### src/rtl/log_ram_dump_reader.sv
// Log RAM dump reader: when the log BRAM reports full and a dump is requested, reads every
// address in order through the BRAM read port and streams each word out on a valid/ready
// interface. Each word costs FETCH (rd_en), WAIT (BRAM latency) and at least one HOLD cycle.
module log_ram_dump_reader #(
    parameter int unsigned NB_LOG_DATA = 16,
    parameter int unsigned NB_ADDR     = 8
) (
    input  logic                   i_clock,
    input  logic                   i_reset,
    input  logic                   i_start,
    input  logic                   i_abort,
    input  logic                   i_log_ram_full,
    output logic                   o_ram_rd_en,
    output logic [NB_ADDR-1:0]     o_ram_rd_addr,
    input  logic [NB_LOG_DATA-1:0] i_ram_rd_data,
    output logic [NB_LOG_DATA-1:0] o_data,
    output logic                   o_valid,
    input  logic                   i_ready,
    output logic                   o_busy,
    output logic                   o_done
);

    typedef enum logic [2:0] {
        StIdle,
        StFetch,
        StWait,
        StHold,
        StDone
    } state_e;

    localparam logic [NB_ADDR-1:0] LastAddr = '1;
    localparam logic [NB_ADDR-1:0] AddrOne  = {{(NB_ADDR-1){1'b0}}, 1'b1};

    state_e state_q;

    // Dump sequencer; every output is a register, and o_ram_rd_addr doubles as the address counter.
    always_ff @(posedge i_clock) begin
        if (!i_reset) begin
            state_q       <= StIdle;
            o_ram_rd_en   <= 1'b0;
            o_ram_rd_addr <= '0;
            o_data        <= '0;
            o_valid       <= 1'b0;
            o_busy        <= 1'b0;
            o_done        <= 1'b0;
        end else if (state_q != StIdle && i_abort) begin
            // Abort beats a simultaneous transfer: the word on the bus is dropped.
            state_q     <= StIdle;
            o_ram_rd_en <= 1'b0;
            o_valid     <= 1'b0;
            o_busy      <= 1'b0;
            o_done      <= 1'b0;
        end else begin
            unique case (state_q)
                StIdle: begin
                    if (i_start && i_log_ram_full) begin
                        state_q       <= StFetch;
                        o_ram_rd_addr <= '0;
                        o_ram_rd_en   <= 1'b1;
                        o_busy        <= 1'b1;
                    end
                end
                StFetch: begin
                    o_ram_rd_en <= 1'b0;
                    state_q     <= StWait;
                end
                StWait: begin
                    o_data  <= i_ram_rd_data;
                    o_valid <= 1'b1;
                    state_q <= StHold;
                end
                StHold: begin
                    if (o_valid && i_ready) begin
                        o_valid <= 1'b0;
                        if (o_ram_rd_addr == LastAddr) begin
                            o_done  <= 1'b1;
                            state_q <= StDone;
                        end else begin
                            o_ram_rd_addr <= o_ram_rd_addr + AddrOne;
                            o_ram_rd_en   <= 1'b1;
                            state_q       <= StFetch;
                        end
                    end
                end
                StDone: begin
                    o_done  <= 1'b0;
                    o_busy  <= 1'b0;
                    state_q <= StIdle;
                end
                default: begin
                    state_q <= StIdle;
                end
            endcase
        end
    end

endmodule
### config.mk
export PLATFORM = sky130hd
export DESIGN_NAME = log_ram_dump_reader
export DESIGN_NICKNAME = d
export VERILOG_FILES = /design/src/rtl/log_ram_dump_reader.sv
export SDC_FILE = /design/constraint.sdc
export NUM_CORES = 1
export LEC_CHECK = 0
export CAP_MARGIN = 20
export CORE_MARGIN = 4
export CORE_UTILIZATION = 48
export CTS_CLUSTER_SIZE = 16
export DETAILED_ROUTE_END_ITERATION = 10
export GPL_TIMING_DRIVEN = 1
export PLACE_DENSITY = 0.9
export RECOVER_POWER = 25
export SLEW_MARGIN = 20
export SYNTH_ARGS = -nofsm -noshare
export SYNTH_HDL_FRONTEND = slang
export SYNTH_SLANG_ARGS = --single-unit
export TNS_END_PERCENT = 10
### constraint.sdc
create_clock -name i_clock -period 2.6 [get_ports i_clock]
set_input_delay 0.65 -clock i_clock [delete_from_list [all_inputs] [get_ports i_clock]]
set_output_delay 0.65 -clock i_clock [all_outputs]
set_load 0.005 [all_outputs]
# Word-level counts from Yosys, hierarchy flattened
# Index checks and enable logic that the tools add are counted.
[word_totals] wordCells=55 register_bits=31 out_inout_bits=28 input_bits=22
[op_classes] n_reduce_logical=18 bitwise_logic=2 eq_ne=9 addsub=1 muxes=18
[ops] op="$mux W8" count=3
[ops] op="$pmux W8 S2" count=1
[ops] op="$pmux W3 S4" count=1
[ops] op="$mux W3" count=3
[ops] op="$add A8 B1 Y8 const B" count=1
[ops] op="$eq A8 B8 Y1 const B" count=1
[ops] op="$ne A2 B2 Y1 const B" count=4
[ops] op="$reduce_and A2 Y1" count=4
[ops] op="$reduce_bool A2 Y1" count=4
[ops] op="$eq A3 B2 Y1 const B" count=2
[ops] op="$mux W1" count=6
[ops] op="$pmux W1 S2" count=3
[ops] op="$reduce_bool A3 Y1" count=2
[ops] op="$reduce_and A5 Y1" count=1
[ops] op="$reduce_and A4 Y1" count=1
[ops] op="$eq A3 B1 Y1 const B" count=1
[ops] op="$eq A3 B3 Y1 const B" count=1
[ops] op="$logic_and A1 B1 Y1" count=3
[ops] op="$logic_not A3 Y1" count=1
[ops] op="$pmux W1 S3" count=1
[ops] op="$reduce_and A3 Y1" count=1
[ops] op="$not A1 Y1" count=2
[ops] op="$reduce_or A2 Y1" count=1

# Logic depth before layout (Yosys ltp)
[depth] depth_word=4 mapped_depth=6 depth_no_buf=6

# Worst setup path after synthesis
# No wires, ideal clock.
[synth_timing] kind="input port to flip-flop" from="in i_reset" to="reg o_ram_rd_addr[4]" path_stages=6 n_path_buf=1 path_slack_ns=0.837 setup_ns=0.087 t_arrival_ns=1.676 required_time_ns=2.513 cell_sequence="buf_2 -> clkinv_1 -> or3_1 -> o211ai_2 -> o21ai_1 -> o31ai_1"
[synth_lines] element="start, declared" line_no="9" source="input logic i_reset,"
[synth_lines] element="end signal, assigned" line_no="79" source="o_ram_rd_addr <= o_ram_rd_addr + AddrOne;"
[synth_lines] element="end, declared" line_no="14" source="output logic [NB_ADDR-1:0] o_ram_rd_addr,"

# Final worst setup path
[layout_timing] from="in i_ready" to="reg o_ram_rd_addr[7]"
[layout_between] elab_chain_cells=3
[layout_lines] element="start, declared" line_no="18" source="input logic i_ready,"
[layout_lines] element="$logic_and A1 B1 Y1" line_no="73" source="if (o_valid && i_ready) begin"
[layout_lines] element="$ne A2 B2 Y1 (no source line)"
[layout_lines] element="$reduce_and A5 Y1 (no source line)"
# Every way passes these cells.
# A chain may end at the register's enable or synchronous reset.

==> reports/results.ini <==
[place]
place_ws_ns = 0.230
dp_cells = 242
portBuffers = 49
hpwl_mm = 2.77
post_dp_cell_area_mm2 = 0.00194
place.gp.congestion = 0.846

[yosys]
synth_xor_area_frac = 0.00613
muxShareOfSynthArea = 0
synthTopCellsByArea = dfxtp_1 43%, nand2_1 10%, a21oi_1 7.4%
synth_edf_count = 0
synth_top_area_share = 0.435
synth.avg_cell_area_um2 = 8.55
yosys_warnings = 0
synth_nets = 190
syn_area_mm2 = 0.00143
synth_top_family_by_area = simple AND/OR/NAND/NOR gates
yosysTopAreaCell = dfxtp_1
syn_inst = 167
yosys-top-cells-count = 39 x nand2_1, 31 x dfxtp_1, 21 x a21oi_1
synthFlopType = dfxtp_1
synth_fa_ha_area_frac = 0.00876
ys_seq_elements = 31
synth.yosys.seq_area_share = 0.435
async_reset_ff_frac = 0
synth_compound_gate_area_share = 0.239
synth-simple-area-share = 0.273
ys_types = 43
yosysMostFrequentCell = nand2_1

[timing]
setup_viol = 0
slew_headroom = 0.620
setup_tns_ns = 0
rsz0062_at_grt = false
final_max_slew_viol_count = 0
holdWs_ns = 0.460
fmaxAchievable_mhz = 492
hold_violations = 0
finalCriticalPeriod_ns = 2.03
finClkSkew_ns = 0.0106
worst_slack_ns = 0.566
period_share = 0.782
tightestPinTransition_ns = 0.570

[detailed_routing]
drt-initial-drc-count = 70
dr_total_vias = 1412
viasPerCell = 5.65
wire_per_inst_um = 14.9
firstDrtPassIters = 4
wl_mm = 3.72
drc = 0
ant_nets = 0

[global_routing]
grt-ovfl-total = 0
antenna_found_initial = 0
grt_max_degree = 18
grt_use_total = 0.202
first_global_vias = 1399
grt_pass1_wl_mm = 6.41

[die]
rows = 19
start_util = 0.509
die_h_um = 62.5
core-area_mm2 = 0.00281
io_pins = 50
dieArea_mm2 = 0.00391
chipWidth_um = 62.5

[power]
power_density_mw_per_mm2 = 672
finalPower_mw = 1.33
cellLeakagePower_nw = 0.693
clkPwrFrac = 0.198
seqPwrFrac = 0.459
switchingPower_mw = 0.469
ir_drop_uv = 556
swShare = 0.352
internal_power_mw = 0.864
comb_power_share = 0.343

[setup_path]
path_class = in2reg
crit_fanout = 4
worstPathRequired_ns = 2.83
start_kind = primary input
setup.worst_path.end_class = flop
crit_arrival_ns = 2.27

[cts]
cts_resized = 0
cts_hold_buf = 0
htreeDepth = 2
clk_path_buf_depth = 2
cts_setup_buffers = 0
cts_tree = built
clock_latency_ns = 0.33
cts_buffers = 5
cts_sinks = 31
clk_pin_slew_worst_paths_ns = 0.10
cts_root_buffer = clkbuf_4

[cells_and_area]
syn_to_final_growth_pct = 38.9
finalNonFillerCells = 250
diodes = 0
fin_area_mm2 = 0.00198
fin_util = 0.707
nNetsFinal = 241
final_layout_size_suffix_gt1_frac = 0.0868

[run]
maxCapViolCount = 0

[min_path]
min_path_type = reg2reg

[run_status]
status = finished, final reports clean

==> area by class of cell <==
type | count | area, um2
clock buffer | 7 | 45.0
clock inverter | 1 | 5.00
fill | 239 | 822
inverter | 3 | 11.3
multi-input combinational | 125 | 753
sequential | 31 | 621
tap | 31 | 38.8
timing repair buffer | 52 | 509
==> final timing paths <==
path                                  startpoint          endpoint  slack [ns]  cells past startpoint
worst max-delay path                     i_ready  o_ram_rd_addr[7]        0.57                      6
worst min-delay path                  o_data[11]        o_data[11]        0.46                      2
worst max register to register  o_ram_rd_addr[1]        state_q[2]        0.63                      5
worst min register to register        o_data[11]        o_data[11]        0.46                      2
==> flip-flops by register name (all words and copies together), names as in the netlist <==
register       count
o_data            16
o_busy             1
o_ram_rd_en        1
o_ram_rd_addr      8
o_valid            1
o_done             1
state_q            3
==> kinds of logic after synthesis <==
kind of cell,Yosys count
simple gates,74
compound gates,49
flops,31
buf+inv,11
xor+xnor,1
fa+ha+maj,1
==> metal layers <==
layer  GRT usage  up-vias  wire length, um
met2       0.348       64             1840
met3      0.0899        4              311
li1            -      700                -
met1       0.217      644             1540
met4      0.0744        0               34
met5           0        -                0
==> worst max-delay path, stage by stage <==
cell and delay (ns):
clkdlybuf4s50_1 0.51, nand2_1 0.12, a311oi_4 0.45, o21ai_2 0.15, o21bai_1 0.18, a31o_1 0.22
==> power groups by stage <==
stage	clock network [mW]	registers, mW	logic, mW
final	0.264	0.612	0.457
after global routing	0.296	0.622	0.507
after CTS	0.269	0.611	0.465
after detailed placement	0	0.622	0.463
after global placement	0	0.616	0.446
after floorplan	0	0.581	0.335
==> placed cells by master (no fill, tap or decap), types with 3 or more instances in the layout <==
cell	instances
nand2_1	39
clkdlybuf4s50_1	38
dfxtp_1	31
a21oi_1	21
dlygate4sd3_1	11
nor2_1	8
nand3_1	6
o31ai_1	6
clkbuf_4	5
o21ai_1	4
and3_1	3
a31oi_1	3
clkbuf_1	3
(Power assumes the default switching activity.)
